==> config.mk <==
export PLATFORM = sky130hd
export DESIGN_NAME = blk_sched
export DESIGN_NICKNAME = d
export VERILOG_FILES = /design/src/rtl/blk_sched.sv
export SDC_FILE = /design/constraint.sdc
export NUM_CORES = 1
export LEC_CHECK = 0
export BUFFER_PORTS_ARGS = -buffer_cell sky130_fd_sc_hd__buf_2
export CAP_MARGIN = 15
export CORE_ASPECT_RATIO = 2
export CORE_MARGIN = 5
export CORE_UTILIZATION = 37
export CTS_CLUSTER_SIZE = 20
export DETAILED_ROUTE_END_ITERATION = 10
export GPL_TIMING_DRIVEN = 0
export MAX_ROUTING_LAYER = met4
export PLACE_DENSITY = 0.6
export SYNTH_ARGS = -nofsm -noshare
export SYNTH_HDL_FRONTEND = slang
export SYNTH_SLANG_ARGS = --single-unit
==> constraint.sdc <==
create_clock -name clk -period 5.45 [get_ports clk]
set_input_delay 0.8175 -clock clk [delete_from_list [all_inputs] [get_ports clk]]
set_output_delay 0.8175 -clock clk [all_outputs]
set_load 0.01 [all_outputs]
==> src/rtl/blk_sched.sv <==
// Block scheduler: round-robin grants one of two byte sources a whole block.
// Each block is a header byte followed by BLKBYTES payload bytes, written to a FIFO.
module blk_sched #(
    parameter int BLOCKSIZE = 1024,
    parameter int FIFODEPTH = 2047
) (
    input  logic        clk,
    input  logic        arst,
    input  logic        en,
    input  logic        src0Valid,
    input  logic        src1Valid,
    input  logic [7:0]  src0Data,
    input  logic [7:0]  src1Data,
    output logic        src0Rdy,
    output logic        src1Rdy,
    input  logic [10:0] wrcnt,
    output logic        fifoWr,
    output logic [7:0]  wdata,
    output logic        activeSrc,
    output logic        busy,
    output logic        blkDone
);

    localparam int BLKBYTES = BLOCKSIZE / 8;
    localparam int CW       = $clog2(BLKBYTES + 1);
    localparam logic [CW-1:0] CNT_FULL = CW'(BLKBYTES);
    localparam logic [CW-1:0] CNT_LAST = CW'(BLKBYTES - 1);

    typedef enum logic [1:0] {
        S_IDLE = 2'd0,
        S_HDR  = 2'd1,
        S_DATA = 2'd2
    } state_t;

    state_t          r_state;
    logic [CW-1:0]   r_cnt;
    logic            r_last;
    logic            r_active;
    logic            r_fifoWr;
    logic [7:0]      r_wdata;
    logic            r_blkDone;

    logic            w_space_ok;
    logic            w_req;
    logic            w_grant;
    logic            w_rdy;
    logic            w_acc;
    logic [7:0]      w_din;

    // Header plus full payload must fit; checked only before granting.
    assign w_space_ok = (32'(wrcnt) + 32'(BLKBYTES) + 32'd1) <= 32'(FIFODEPTH);
    assign w_req      = src0Valid | src1Valid;
    assign w_grant    = (src0Valid && src1Valid) ? ~r_last : src1Valid;

    assign w_rdy  = (r_state == S_DATA) && (r_cnt < CNT_FULL);
    assign w_acc  = r_active ? (src1Valid & w_rdy) : (src0Valid & w_rdy);
    assign w_din  = r_active ? src1Data : src0Data;

    assign src0Rdy   = w_rdy & ~r_active;
    assign src1Rdy   = w_rdy &  r_active;
    assign fifoWr    = r_fifoWr;
    assign wdata     = r_wdata;
    assign activeSrc = r_active;
    assign busy      = (r_state != S_IDLE);
    assign blkDone   = r_blkDone;

    always_ff @(posedge clk or posedge arst) begin
        if (arst) begin
            r_state   <= S_IDLE;
            r_cnt     <= '0;
            r_last    <= 1'b1;
            r_active  <= 1'b0;
            r_fifoWr  <= 1'b0;
            r_wdata   <= '0;
            r_blkDone <= 1'b0;
        end else begin
            r_fifoWr  <= 1'b0;
            r_blkDone <= 1'b0;
            case (r_state)
                S_IDLE: begin
                    if (en && w_req && w_space_ok) begin
                        r_active <= w_grant;
                        r_last   <= w_grant;
                        r_state  <= S_HDR;
                    end
                end
                S_HDR: begin
                    r_fifoWr <= 1'b1;
                    r_wdata  <= 8'hA0 | {7'd0, r_active};
                    r_cnt    <= '0;
                    r_state  <= S_DATA;
                end
                S_DATA: begin
                    if (w_acc) begin
                        r_fifoWr <= 1'b1;
                        r_wdata  <= w_din;
                        r_cnt    <= r_cnt + 1'b1;
                        if (r_cnt == CNT_LAST) begin
                            r_blkDone <= 1'b1;
                            r_state   <= S_IDLE;
                        end
                    end
                end
                default: r_state <= S_IDLE;
            endcase
        end
    end

endmodule
==> results of run 1 <==
==> through the flow <==
step / setup slack [ns] / util / std cells
6_report: 2.99 / 0.474 / 206
2_1_floorplan: 3.03 / - / 125
4_1_cts: 2.97 / 0.474 / 206
3_3_place_gp: 2.71 / 0.458 / 202
5_1_grt: 2.87 / 0.474 / 206
3_5_place_dp: 2.71 / 0.458 / 202
==> per-layer routing <==
metal	part of all wire	up-vias
met5	0	-
met3	0.056	4
met2	0.58	31
met4	0.017	0
met1	0.35	536
li1	-	543
==> synth_stat cells (2+ instances only) <==
cell	number	area share
dfrtp_1	21	0.42
nand2_1	14	0.042
o21ai_0	13	0.051
nor2_1	10	0.030
nand3_1	8	0.032
ha_1	7	0.069
inv_1	7	0.021
mux2i_1	7	0.055
a31oi_1	4	0.020
a21oi_1	3	0.012
and3_1	3	0.015
mux2_1	2	0.018
mux2_2	2	0.018
nand2b_1	2	0.0099
o31ai_1	2	0.012
xnor2_1	2	0.014
==> worst max path at each step <==
stage,to,cells after the start,slack [ns],startpoint
floorplan,activeSrc,7,3.03,wrcnt[0]
global placement,activeSrc,8,2.71,wrcnt[0]
detailed placement,activeSrc,8,2.71,wrcnt[0]
CTS,activeSrc,8,2.97,wrcnt[0]
global route,activeSrc,8,2.87,wrcnt[0]
finish,activeSrc,8,2.99,wrcnt[0]
==> flip-flops by register name (all words and copies together), names as in the netlist <==
name       count
r_cnt          8
blkDone        1
fifoWr         1
activeSrc      1
r_state        2
r_last         1
wdata          8
==> worst max-delay path, cell delays in order <==
cell     delay [ns]
buf_2          0.14
inv_1          0.05
ha_1           0.22
nor4_4         0.33
a31oi_1        0.15
o41ai_2        0.37
or2_1          0.19
mux2_2         0.34
==> where the power goes <==
group	switching, W	internal, W
clock network	0.0000517	0.0000644
registers	0.0000310	0.000212
logic	0.000175	0.000126
total	0.000257	0.000403
==> cell type report <==
| class | instances | area share |
|---|---|---|
| Buffer | 3 | 0.0118 |
| Clock buffer | 4 | 0.0348 |
| Inverter | 7 | 0.0166 |
| Multi-Input combinational cell | 93 | 0.421 |
| Sequential cell | 22 | 0.348 |
| Tap cell | 32 | 0.0253 |
| Timing Repair Buffer | 45 | 0.142 |
==> logic make-up (layout without fill, tap and decap cells) <==
kind of cell | after synthesis | count (layout) | synth area share
compound gates | 29 | 29 | 0.160
flops | 22 | 22 | 0.437
xor+xnor | 3 | 3 | 0.0208
buf+inv | 10 | 59 | 0.0356
fa+ha+maj | 7 | 7 | 0.0693
mux | 12 | 12 | 0.103
simple gates | 42 | 42 | 0.174
==> impl_metrics.toml, run 1 <==
[run_status]
status = "finished clean"

[cts]
clk_pin_slew_ns = 0.08
cts_resized = 0
cts_root_buffer = "clkbuf_8"
cts-htree-levels = 1
clock-sinks = 22
cts_tree = "built"
cts_buffer_depth = 2
ctsHoldBuffers = 0
worstSkewPairLatency_ns = 0.26
post-cts-setup-buffer-count = 0
cts_inserted_buffers = 3

[route]
drt_drc_violations_left = 0
wl_per_cell_um = 14.8
firstDrtPassIters = 4
postRouteWirelength_mm = 3.04
vias = 1114
viasPerCell = 5.41
drtAntennaViolNets = 0
drt_iter0_drc = 29

[layout]
syn2layout_area_growth_pct = 25.3
diodes = 0
layout.nets = 214
seq_area_um2 = 552
fillers = 326
multiInputGateArea_um2 = 667
final_cell_mix = "45 x buf_2, 21 x dfrtp_1, 14 x nand2_1, 13 x o21ai_0, 10 x nor2_1"
drive_gt1_frac = 0.345
stdcell_area_um2 = 1580
final_common_cell = "buf_2"

[synth]
synthCells = 125
ys_seq_elements = 22
synth-edff-count = 0
synth_area_um2 = 1260
yosys_most_used_dff = "dfrtp_1"
synth-seq-area-share = 0.437
avgSynthCellArea_um2 = 10.1
yosysWarnings = 0
syn_nets = 164
synthArstFlopShare = 1.00
yosys.cell_types.count = 34

[setup_path]
crit_fanout = 4
worstPathArrival_ns = 2.61
r2r-end = "r_state[0]"
rr_startpoint = "r_state[0]"
cp.required_ns = 5.60
rrSetupSlack_ns = 3.43
r2r_cells = 8
end_kind = "flip-flop"
crit_type = "input port to flip-flop"
critPathLaunchType = "input port"

[timing]
min_period_ns = 2.46
finalMaxSlewViolations = 0
grt_setup_unrepaired = "no"
finalSetupTns_ns = 0
hold_viol_final = 0
setup_viol = 0
holdWs_ns = 0.463
fmax_ghz = 0.406
fin_worst_skew_ns = 0.00153
period_share = 0.452
tightest_slew_ns = 0.854
relSlewSlack = 0.430

[die]
die_area_um2 = 4760
io_pins = 46
die_w_um = 51.3
initial_utilization = 0.378
core_um2 = 3340
placementRows = 30
die_y_um = 92.7

[power]
total_leakage_power_nw = 0.798
total_power_w = 0.000660
p_per_area_nw_per_um2 = 417
ir_worst_vdd_mv = 0.217

[place]
place.gp.congestion = 0.822
numPortBuffers = 45
dp_hpwl_mm = 2.43
place_area_um2 = 1530

[global_route]
track_usage = 0.139
met3_usage = 0.0209
antenna_found_initial = 0
grt_pass1_vias = 1110
met1_usage = 0.151
grt_pass1_wl_mm = 4.95
grtUsageMet2 = 0.239
grt_max_degree = 23
overflow = 0
busiest_layer = "met2"

[worst_hold_path]
hp-class = "flip-flop to flip-flop"
whs_path_depth = 2
hold_end = "r_cnt[7]"
hp-start = "r_cnt[7]"

[run]
drv_cap = 0
No activity file was read; power rests on OpenSTA's default activity.
==> run 2, diff against run 1 <==
- ABC_AREA: default -> 1
- PLACE_DENSITY: 0.6 -> 0.62
- clock period: 5.45 -> 2 ns (I/O delays scaled with it)
==> run 2 against run 1 <==
Critical path depth rose by 3. Clock skew up 0.0033 ns. Count of clock-buffer cells in the layout is the same. Sequential share of layout area decreased by 1.1 points. Power increased to 3.0 times the previous value. Routed wire length grew 1.4%. Core utilization is 0.50 points higher. Die area grew 2.9%. Final area rose by 3.3%. Sequential power grew to 2.8 times the previous value. Register-to-register slack got worse by 3.2 ns. First-iteration DRC count shrank 76%. Largest power group unchanged. Highest routed layer unchanged.
==> impl_metrics.toml, run 2 <==
[route]
drt_iter0_drc = 7
postRouteWirelength_mm = 3.08
wl_per_cell_um = 12.5
firstDrtPassIters = 4
drtAntennaViolNets = 0
vias = 1199
drt_drc_violations_left = 0
viasPerCell = 4.87

[place]
dp_hpwl_mm = 2.61
place.gp.congestion = 0.765
numPortBuffers = 45
dp_slack_ns = 0.252
place_area_um2 = 1590

[cts]
worstSkewPairLatency_ns = 0.26
clk_pin_slew_ns = 0.08
cts_buffer_depth = 2
cts-htree-levels = 1
cts_inserted_buffers = 3
cts_resized = 0
post-cts-setup-buffer-count = 0
cts_root_buffer = "clkbuf_8"
ctsHoldBuffers = 0
clock-sinks = 22
cts_tree = "built"

[worst_hold_path]
hp-class = "input port to asynchronous set/reset pin"

[die]
io_pins = 46
die_y_um = 94.0
die_w_um = 52.0
placementRows = 30
die_area_um2 = 4890
core_um2 = 3420
initial_utilization = 0.382

[setup_path]
critPathMaxStageDelay_ns = 0.40
cp.required_ns = 2.14
crit_fanout = 10
slowest_stage = "dfrtp_1"
critPathLaunchType = "flip-flop"
cp_cell_sequence = "inv_1 > ha_1 > buf_6 > inv_2 > nor2_4 > nand2_4 > o21ai_4 > inv_6 > buf_12 > nand2_1 > o31ai_1"
worstPathArrival_ns = 1.90
crit_type = "flip-flop to flip-flop"
end_kind = "flip-flop"

[timing]
fin_ws_ns = 0.243
fin_worst_skew_ns = 0.00483
tightest_slew_ns = 0.845
period_share = 0.879
relSlewSlack = 0.436
grt_setup_unrepaired = "no"
fmax_ghz = 0.569
finalMaxSlewViolations = 0
hold_viol_final = 0
min_period_ns = 1.76
setup_viol = 0
finalSetupTns_ns = 0

[synth]
yosys.cell_types.count = 30
synth.area.top_cells = "dfrtp_1 40%, nand2_1 9.2%, ha_1 6.7%"
synthCells = 149
synthArstFlopShare = 1.00
avgSynthCellArea_um2 = 8.77
synth.top_cell.area_share = 0.402
syn_nets = 188
synth-seq-area-share = 0.422
ys_seq_elements = 22
yosys.area.top_type = "dfrtp_1"
yosysMostFrequentCell = "nand2_1"
synth_area_um2 = 1310
yosysWarnings = 0
yosys_most_used_dff = "dfrtp_1"
synth-edff-count = 0
synth_common_cells = "32 x nand2_1, 21 x dfrtp_1, 14 x inv_1"

[layout]
final_cell_mix = "45 x buf_2, 32 x nand2_1, 21 x dfrtp_1, 14 x inv_1, 13 x nor2_1"
stdcell_area_um2 = 1640
final_common_cell = "buf_2"
diodes = 0
layout.nets = 238
syn2layout_area_growth_pct = 25.3
drive_gt1_frac = 0.348

[power]
total_leakage_power_nw = 0.866
combPwrFrac = 0.516
p_seq_frac = 0.344
ir_worst_vdd_mv = 0.491
p_clk_frac = 0.141
intPower_w = 0.00116
p_per_area_nw_per_um2 = 1210
p_sw_frac = 0.413
p_sw_w = 0.000814

[run_status]
status = "finished clean"

[global_route]
grt_max_degree = 23
track_usage = 0.145
grt_pass1_vias = 1262
grt_pass1_wl_mm = 5.41
antenna_found_initial = 0
overflow = 0

[run]
drv_cap = 0
## run 2: final timing paths
kind / startpoint / end / slack (ns) / cells past startpoint
setup / recovery: r_state[0] / wdata[0] / 0.24 / 11
hold / removal: arst / r_cnt[0] / 0.20 / 2
setup reg to reg: r_state[0] / wdata[0] / 0.24 / 11
hold reg to reg: r_last / r_last / 0.47 / 2
max in group asynchronous: arst / activeSrc / 1.27 / 2
min in group clk: src1Data[2] / wdata[2] / 0.32 / 3
## run 2: cell families after synthesis
group	after synthesis	share of synthesized area
and+or+nand+nor	65	0.221
DFF	22	0.422
muxes	3	0.0230
buffers and inverters	20	0.0891
xor gates and xnor gates	2	0.0134
adders and majority gates	7	0.0670
AOI/OAI and AO/OA	30	0.164
## run 2: worst max-delay path, delay by kind of cell (launching register included)
| family | cells | cell delay (ns) |
|---|---|---|
| buffers and inverters | 5 | 0.57 |
| DFF | 1 | 0.40 |
| adders and majority gates | 1 | 0.18 |
| and+or+nand+nor | 3 | 0.27 |
| AOI/OAI and AO/OA | 2 | 0.22 |
## run 2: layer usage
metal	GRT usage	up-vias	routed length, um
met5	-	-	0
met4	0.0481	0	55
met3	0.0223	6	132
met2	0.261	36	1720
met1	0.156	568	1170
li1	-	589	-
## run 2: power by group through the flow
stage | Sequential, W | Clock, W | Combinational (W)
floorplan | 0.000726 | 0 | 0.000688
global placement | 0.000680 | 0 | 0.00101
detailed placement | 0.000688 | 0 | 0.00104
CTS | 0.000680 | 0.000289 | 0.00104
global route | 0.000703 | 0.000303 | 0.00114
finish | 0.000678 | 0.000278 | 0.00102
## run 2: area by class of cell
| class | instances | area, um2 |
|---|---|---|
| inverters | 17 | 73.8 |
| fillers | 354 | 1780 |
| multi-input cells | 107 | 638 |
| repair buffers | 45 | 225 |
| plain buffers | 3 | 42.5 |
| flip-flops and latches | 22 | 552 |
| clock buffers | 4 | 45.0 |
| well taps | 48 | 60.1 |
## run 2: stage by stage
stage / hold WS (ns) / instances / total power (W) / utilization
after detailed placement: 0.467 / 242 / 0.00172 / 0.466
final: 0.197 / 246 / 0.00197 / 0.479
after global placement: 0.464 / 242 / 0.00169 / 0.466
after global routing: 0.279 / 246 / 0.00215 / 0.479
after CTS: 0.229 / 246 / 0.00201 / 0.479
after floorplan: 0.288 / 149 / 0.00141 / -
